## src/rtl/trig_wb_pkg.sv

```systemverilog
// Shared types and decode helpers for the trigger-chain WISHBONE channel splitter.
package trig_wb_pkg;

  typedef enum logic [1:0] {
    IDLE = 2'd0,
    WAIT = 2'd1,
    RESP = 2'd2
  } state_e;

  typedef enum logic [1:0] {
    RSP_ACK = 2'd0,
    RSP_ERR = 2'd1,
    RSP_RTY = 2'd2
  } rsp_kind_e;

  function automatic logic [63:0] chan_index(input logic [63:0] adr,
                                             input int unsigned lsb,
                                             input int unsigned bits);
    logic [63:0] mask;
    mask = (64'd1 << bits) - 64'd1;
    return (adr >> lsb) & mask;
  endfunction

  function automatic logic [63:0] onehot(input logic [63:0] idx);
    return 64'd1 << idx;
  endfunction

endpackage

```

## src/rtl/trig_wb_watchdog.sv

```systemverilog
// Wait-state watchdog: counts cycles while run_i is high and flags the TIMEOUT-th one.
module trig_wb_watchdog #(
  parameter int unsigned TIMEOUT = 255
) (
  input  logic clk_i,
  input  logic rst_ni,
  input  logic run_i,
  output logic expire_o
);

  localparam int unsigned CNT_W = (TIMEOUT > 32'd1) ? $clog2(TIMEOUT) : 1;
  localparam int unsigned LIMIT = (TIMEOUT > 32'd0) ? TIMEOUT - 32'd1 : 32'd0;

  logic [CNT_W-1:0] cnt_q, cnt_d;
  logic             at_limit_s;

  assign at_limit_s = (cnt_q == CNT_W'(LIMIT));
  assign expire_o   = (TIMEOUT != 32'd0) && run_i && at_limit_s;

  // Count resets whenever the splitter is outside WAIT and parks at the limit.
  always_comb begin
    if (!run_i) begin
      cnt_d = '0;
    end else if (at_limit_s) begin
      cnt_d = cnt_q;
    end else begin
      cnt_d = cnt_q + CNT_W'(1);
    end
  end

  always_ff @(posedge clk_i or negedge rst_ni) begin
    if (!rst_ni) begin
      cnt_q <= '0;
    end else begin
      cnt_q <= cnt_d;
    end
  end

endmodule

```

## src/rtl/trigger_wb_chan_fanout.sv

```systemverilog
// WISHBONE splitter: one upstream target fanned out to NCHAN channel register banks,
// with registered decode, broadcast writes, decode errors and a wait-state watchdog.
module trigger_wb_chan_fanout
  import trig_wb_pkg::*;
#(
  parameter int unsigned NCHAN      = 8,
  parameter int unsigned ADDR_W     = 22,
  parameter int unsigned DATA_W     = 32,
  parameter int unsigned CHAN_ADR_W = 8,
  parameter int unsigned CHAN_LSB   = 10,
  parameter int unsigned BCAST_BIT  = 16,
  parameter int unsigned TIMEOUT    = 255
) (
  input  logic                           wb_clk_i,
  input  logic                           wb_rst_ni,
  input  logic                           wb_cyc_i,
  input  logic                           wb_stb_i,
  input  logic                           wb_we_i,
  input  logic [ADDR_W-1:0]              wb_adr_i,
  input  logic [DATA_W-1:0]              wb_dat_i,
  input  logic [DATA_W/8-1:0]            wb_sel_i,
  output logic                           wb_ack_o,
  output logic                           wb_err_o,
  output logic                           wb_rty_o,
  output logic [DATA_W-1:0]              wb_dat_o,
  output logic [NCHAN-1:0]               m_cyc_o,
  output logic [NCHAN-1:0]               m_stb_o,
  output logic                           m_we_o,
  output logic [CHAN_ADR_W-1:0]          m_adr_o,
  output logic [DATA_W-1:0]              m_dat_o,
  output logic [DATA_W/8-1:0]            m_sel_o,
  input  logic [NCHAN-1:0]               m_ack_i,
  input  logic [NCHAN-1:0]               m_err_i,
  input  logic [NCHAN-1:0]               m_rty_i,
  input  logic [NCHAN-1:0][DATA_W-1:0]   m_dat_i,
  output logic [15:0]                    timeout_cnt_o
);

  localparam int unsigned SEL_W     = DATA_W / 8;
  localparam int unsigned CHAN_BITS = (NCHAN > 32'd1) ? $clog2(NCHAN) : 1;

  state_e                  state_q, state_d;
  logic [NCHAN-1:0]        pending_q, pending_d;
  logic                    err_acc_q, err_acc_d, rty_acc_q, rty_acc_d;
  logic                    we_q, we_d, bc_q, bc_d;
  logic [CHAN_BITS-1:0]    idx_q, idx_d;
  logic [CHAN_ADR_W-1:0]   adr_q, adr_d;
  logic [DATA_W-1:0]       wdat_q, wdat_d;
  logic [SEL_W-1:0]        sel_q, sel_d;
  logic                    ack_q, ack_d, err_q, err_d, rty_q, rty_d;
  logic [DATA_W-1:0]       rdat_q, rdat_d;
  logic [15:0]             tocnt_q, tocnt_d;

  logic [63:0]             idx_s, oh_s;
  logic                    bc_s, dec_err_s, expire_s;
  logic [NCHAN-1:0]        hit_s, pend_nxt_s;
  logic                    err_any_s, rty_any_s;
  rsp_kind_e               kind_s;

  trig_wb_watchdog #(.TIMEOUT(TIMEOUT)) u_watchdog (
    .clk_i    (wb_clk_i),
    .rst_ni   (wb_rst_ni),
    .run_i    (state_q == WAIT),
    .expire_o (expire_s)
  );

  assign wb_ack_o      = ack_q;
  assign wb_err_o      = err_q;
  assign wb_rty_o      = rty_q;
  assign wb_dat_o      = rdat_q;
  assign m_cyc_o       = pending_q;
  assign m_stb_o       = pending_q;
  assign m_we_o        = we_q;
  assign m_adr_o       = adr_q;
  assign m_dat_o       = wdat_q;
  assign m_sel_o       = sel_q;
  assign timeout_cnt_o = tocnt_q;

  // Decode, response collection and next-state selection.
  always_comb begin
    state_d   = state_q;
    pending_d = pending_q;
    err_acc_d = err_acc_q;
    rty_acc_d = rty_acc_q;
    we_d      = we_q;
    bc_d      = bc_q;
    idx_d     = idx_q;
    adr_d     = adr_q;
    wdat_d    = wdat_q;
    sel_d     = sel_q;
    ack_d     = 1'b0;
    err_d     = 1'b0;
    rty_d     = 1'b0;
    rdat_d    = rdat_q;
    tocnt_d   = tocnt_q;

    idx_s     = chan_index(64'(wb_adr_i), CHAN_LSB, CHAN_BITS);
    oh_s      = onehot(idx_s);
    bc_s      = wb_adr_i[BCAST_BIT];
    dec_err_s = (bc_s && !wb_we_i) || (!bc_s && (idx_s >= 64'(NCHAN)));

    // Only channels still owed a response may retire; strays are masked off.
    hit_s      = pending_q & (m_ack_i | m_err_i | m_rty_i);
    pend_nxt_s = pending_q & ~hit_s;
    err_any_s  = err_acc_q || (|(pending_q & m_err_i));
    rty_any_s  = rty_acc_q || (|(pending_q & m_rty_i));
    if (err_any_s) begin
      kind_s = RSP_ERR;
    end else if (rty_any_s) begin
      kind_s = RSP_RTY;
    end else begin
      kind_s = RSP_ACK;
    end

    case (state_q)
      IDLE: begin
        if (wb_cyc_i && wb_stb_i) begin
          we_d   = wb_we_i;
          bc_d   = bc_s;
          idx_d  = idx_s[CHAN_BITS-1:0];
          adr_d  = wb_adr_i[CHAN_ADR_W-1:0];
          wdat_d = wb_dat_i;
          sel_d  = wb_sel_i;
          if (dec_err_s) begin
            state_d = RESP;
            err_d   = 1'b1;
            rdat_d  = '0;
          end else begin
            state_d   = WAIT;
            pending_d = bc_s ? {NCHAN{1'b1}} : oh_s[NCHAN-1:0];
            err_acc_d = 1'b0;
            rty_acc_d = 1'b0;
          end
        end else begin
          state_d = IDLE;
        end
      end
      WAIT: begin
        if (!wb_cyc_i) begin
          state_d   = IDLE;
          pending_d = '0;
        end else if (pend_nxt_s == '0) begin
          state_d   = RESP;
          pending_d = '0;
          case (kind_s)
            RSP_ERR: begin
              err_d  = 1'b1;
              rdat_d = '0;
            end
            RSP_RTY: begin
              rty_d  = 1'b1;
              rdat_d = '0;
            end
            default: begin
              ack_d = 1'b1;
              if (!we_q) begin
                rdat_d = m_dat_i[idx_q];
              end else if (bc_q) begin
                rdat_d = '0;
              end else begin
                rdat_d = rdat_q;
              end
            end
          endcase
        end else if (expire_s) begin
          state_d   = RESP;
          pending_d = '0;
          err_d     = 1'b1;
          rdat_d    = '0;
          if (tocnt_q != 16'hFFFF) begin
            tocnt_d = tocnt_q + 16'd1;
          end else begin
            tocnt_d = tocnt_q;
          end
        end else begin
          pending_d = pend_nxt_s;
          err_acc_d = err_any_s;
          rty_acc_d = rty_any_s;
        end
      end
      RESP: begin
        state_d = IDLE;
      end
      default: begin
        state_d   = IDLE;
        pending_d = '0;
      end
    endcase
  end

  // Transaction state, captured request fields and response registers.
  always_ff @(posedge wb_clk_i or negedge wb_rst_ni) begin
    if (!wb_rst_ni) begin
      state_q   <= IDLE;
      pending_q <= '0;
      err_acc_q <= 1'b0;
      rty_acc_q <= 1'b0;
      we_q      <= 1'b0;
      bc_q      <= 1'b0;
      idx_q     <= '0;
      adr_q     <= '0;
      wdat_q    <= '0;
      sel_q     <= '0;
      ack_q     <= 1'b0;
      err_q     <= 1'b0;
      rty_q     <= 1'b0;
      rdat_q    <= '0;
      tocnt_q   <= 16'd0;
    end else begin
      state_q   <= state_d;
      pending_q <= pending_d;
      err_acc_q <= err_acc_d;
      rty_acc_q <= rty_acc_d;
      we_q      <= we_d;
      bc_q      <= bc_d;
      idx_q     <= idx_d;
      adr_q     <= adr_d;
      wdat_q    <= wdat_d;
      sel_q     <= sel_d;
      ack_q     <= ack_d;
      err_q     <= err_d;
      rty_q     <= rty_d;
      rdat_q    <= rdat_d;
      tocnt_q   <= tocnt_d;
    end
  end

endmodule

```

## config.mk

```make
export PLATFORM = sky130hd
export DESIGN_NAME = trigger_wb_chan_fanout
export DESIGN_NICKNAME = d
export VERILOG_FILES = /design/src/rtl/trig_wb_pkg.sv /design/src/rtl/trig_wb_watchdog.sv /design/src/rtl/trigger_wb_chan_fanout.sv
export SDC_FILE = /design/constraint.sdc
export NUM_CORES = 1
export LEC_CHECK = 0
export CELL_PAD_IN_SITES_DETAIL_PLACEMENT = 1
export CELL_PAD_IN_SITES_GLOBAL_PLACEMENT = 1
export CORE_AREA = 2 2 178 180
export CTS_CLUSTER_SIZE = 8
export DETAILED_ROUTE_END_ITERATION = 8
export DIE_AREA = 0 0 180 182
export GPL_TIMING_DRIVEN = 0
export PLACE_DENSITY = 0.8
export SYNTH_ARGS = -nofsm -noshare
export SYNTH_HDL_FRONTEND = slang
export SYNTH_HIERARCHICAL = 1
export SYNTH_SLANG_ARGS = --single-unit
export TNS_END_PERCENT = 50
```

## constraint.sdc

```tcl
create_clock -name wb_clk_i -period 7.1 [get_ports wb_clk_i]
set_input_delay 1.775 -clock wb_clk_i [delete_from_list [all_inputs] [get_ports wb_clk_i]]
set_output_delay 1.775 -clock wb_clk_i [all_outputs]
set_load 0.1 [all_outputs]
```

==> summary.md <==
| Metric | Value |
|---|---|
| Post-synthesis compound-gate area fraction | `0.0511` |
| Post-synthesis sequential area ratio | `0.415` |
| Drt drc | `0` |
| Crit start category | `input port` |
| Core area | `0.0310 mm^2` |
| XOR/XNOR Fraction of Synth Area | `0.0170` |
| Synth async-reset ratio | `1.00` |
| First-pass GRT wire length | `46300 um` |
| Worst VDD drop | `0.137 mV` |
| Skew-Pair Late Insertion Delay | `410 ps` |
| Die area | `0.0328 mm^2` |
| Total setup buffers inserted after CTS | `0` |
| Maximum clock rate | `223 MHz` |
| Worst hold start | `m_adr_o[0]` |
| Total wire length | `31200 um` |
| GPL Wtd Cong | `0.775` |
| Vias in the first global route | `7555` |
| Hold Path Class | `flop to flop` |
| Setup crit end kind | `flop` |
| Worst-Margin Slew | `1100 ps` |
| Via count | `6784` |
| Cell area after synthesis | `0.00723 mm^2` |
| Max FO, Critical Path | `10` |
| Initial DRT Pass Iterations | `4` |
| CTS max path bufs | `2` |
| Multiplexer area fraction after synthesis | `0.371` |
| Worst Path Required | `7380 ps` |
| Synth Register Bits | `120` |
| Reg2Reg Launch Point | `m_cyc_o[7]` |
| Avg WL per Cell | `21.7 um` |
| Synth top area share | `0.415` |
| Overall routing resource usage | `0.187` |
| Synthesized instance count | `558` |
| Final hold vios | `0` |
| Initial Util | `0.233` |
| Pwr Density | `280 mW/mm^2` |
| IO Pins | `455` |
| Layout cell share with drive strength beyond 1 | `0.121` |
| Core Util, Final | `0.413` |
| Worst path arrival time | `4770 ps` |
| Synth top area cells | `dfrtp_1 (42%), mux4_2 (20%), mux2_1 (13%)` |
| Yosys cell types | `49` |
| Simple-gate share of the synthesized area | `0.102` |
| Leakage | `0.00509 uW` |
| Period minus WS final | `4490 ps` |
| Status | `complete, no violations` |
| HPWL after DPL | `26000 um` |
| Clock sink count | `120` |
| Final Slew Violations | `0` |
| Post-DRT Antenna Nets | `0` |
| H-tree level count | `4` |
| P&R area growth vs syn | `76.9%` |
| Die X | `180 um` |
| Number of synthesized flops with an enable pin | `0` |
| Main synth FF type | `dfrtp_1` |
| Chip height | `182 um` |
| RSZ-0062 raised after global routing | `no` |
| Initial antenna violation count | `3` |
| Yosys top cell by area | `dfrtp_1` |
| Cts repair resizes | `0` |
| CTS tree | `built` |
| Final Skew | `9.24 ps` |
| YS warnings | `6` |
| Hold Path Stages | `1` |
| Hold endpoint | `m_adr_o[0]` |
| Total congestion overflow | `0` |
| Post-synthesis adder-cell area fraction | `0.00519` |
| Iter 0 DRT Violations | `258` |
| Reg2Reg Setup Slack | `3920 ps` |
| CTS Buf Count | `17` |
| Fin nets | `1367` |
| Clock-pin slew on the worst setup and hold paths | `60 ps` |
| FF-to-FF End | `wb_dat_o[17]` |
| Post-CTS Hold Fix Bufs | `0` |
| Vias per inst | `4.72` |
| PortBufs | `443` |
| Max_cap viols | `0` |
| Largest net degree at the start of global routing | `91` |
| Relative slew slack | `0.264` |
| Largest family of logic cells by synthesized area | `multiplexers` |
| WS Path Type | `input port to flop` |
| Site row count | `65` |
| Post-Syn Area per Cell | `13.0 um^2` |
| Clock root buffer | `clkbuf_16` |
| Setup violations, final | `0` |
| Mapped Nets | `904` |
| Fin crit share | `0.632` |
| TNS Setup | `0 ps` |
| R2R cell count | `8` |
-- synth_stat cells (2+ instances only) --
cell type	count
dfrtp_1	120
mux2_1	82
mux4_2	64
nor3_1	42
mux2i_1	32
nand2_1	29
clkbuf_1	22
nor2_1	15
inv_1	10
xnor2_1	10
nand3_1	9
o21ai_0	9
a31oi_1	8
buf_1	8
buf_4	8
nor4b_1	8
a22o_1	7
nand4_1	6
a22oi_1	5
buf_2	5
o21ai_1	5
a21oi_1	4
and3_1	4
xor2_1	4
a211oi_2	3
and3_2	3
buf_6	3
ha_1	3
nand2b_1	3
o31ai_1	3
a222oi_1	2
and2_1	2
and4_1	2
nor3b_1	2
nor4_2	2
-- per-layer routing --
layer | part of all wire | wire [um] | track usage | vias up
met4 | 0.018 | 572 | 0.0517 | 6
li1 | - | - | - | 3078
met5 | 0.0011 | 34 | 0 | -
met3 | 0.069 | 2160 | 0.0538 | 38
met2 | 0.54 | 16800 | 0.351 | 287
met1 | 0.37 | 11600 | 0.204 | 3375
-- cell families after synthesis --
logic type | after synthesis
flops | 120
compound gates | 51
xor+xnor | 14
mux | 178
fa+ha+maj | 3
simple gates | 135
buf+inv | 57
-- how the worst max path moves through the flow --
stage,startpoint,to,slack [ps],cells past startpoint
2_1_floorplan,m_rty_i[6],wb_dat_o[10],3500,8
3_3_place_gp,wb_rst_ni,wb_dat_o[13],-800,1
3_5_place_dp,m_err_i[7],wb_dat_o[17],2130,9
4_1_cts,m_err_i[7],wb_dat_o[17],2560,9
5_1_grt,m_err_i[7],wb_dat_o[17],2280,9
6_report,m_err_i[7],wb_dat_o[17],2610,9
-- stage by stage --
step                worst slack (ps)  instances  hold slack (ps)  power (uW)  instance area (um^2)
finish                          2610       1437              481        3580                 12800
global route                    2280       1436              502        3730                 12800
CTS                             2560       1436              487        3630                 12800
detailed placement              2130       1404              474        2730                 12200
global placement                -796       1403              466        2710                 12200
floorplan                       3500        558              469        2120                  7230
-- state kept, by name, indices dropped and copies added, names as in the netlist --
register and cells:
m_dat_o 32, wb_dat_o 32, timeout_cnt_o 16, m_adr_o 8, m_cyc_o 8, u_watchdog/cnt_q 8, m_sel_o 4, idx_q 3
state_q 2, bc_q 1, err_acc_q 1, m_we_o 1, rty_acc_q 1, wb_ack_o 1, wb_err_o 1, wb_rty_o 1
-- worst max-delay path, stage by stage --
cell and delay, ps:
clkdlybuf4s50_1 420, nor4b_1 710, nor4_2 120, nand2_1 280
nand4bb_1 170, clkbuf_1 430, clkbuf_1 420, nor3_1 100
mux2_1 330
-- layout make-up --
cell class	count	area [um^2]
multi-input combinational	381	3950
antenna	1	2.50
sequential	120	3000
tap	402	503
fill	3342	18200
timing repair buffer	444	4460
clock buffer	21	470
buffer	46	231
clock inverter	11	123
inverter	11	41.3
-- placed cells by master, fill, tap and decap left out, types with 6 or more instances in the layout --
master,instances
a31oi_1,8
a22o_1,7
clkdlybuf4s50_1,442
nand2_1,29
buf_1,8
inv_1,10
nand4_1,6
buf_4,8
xnor2_1,10
dfrtp_1,120
mux2i_1,32
o21ai_0,9
mux4_2,64
nor4b_1,8
clkbuf_1,23
nor3_1,42
clkbuf_16,17
nand3_1,9
mux2_1,82
nor2_1,15
-- where the power goes --
part / total [uW] / internal [uW] / leakage (uW) / switching (uW)
Clock: 880 / 544 / 0.000281 / 336
Sequential: 848 / 780 / 0.00155 / 68.5
Combinational: 1850 / 672 / 0.00326 / 1180
Note: power is estimated with default switching activity, not from simulation.
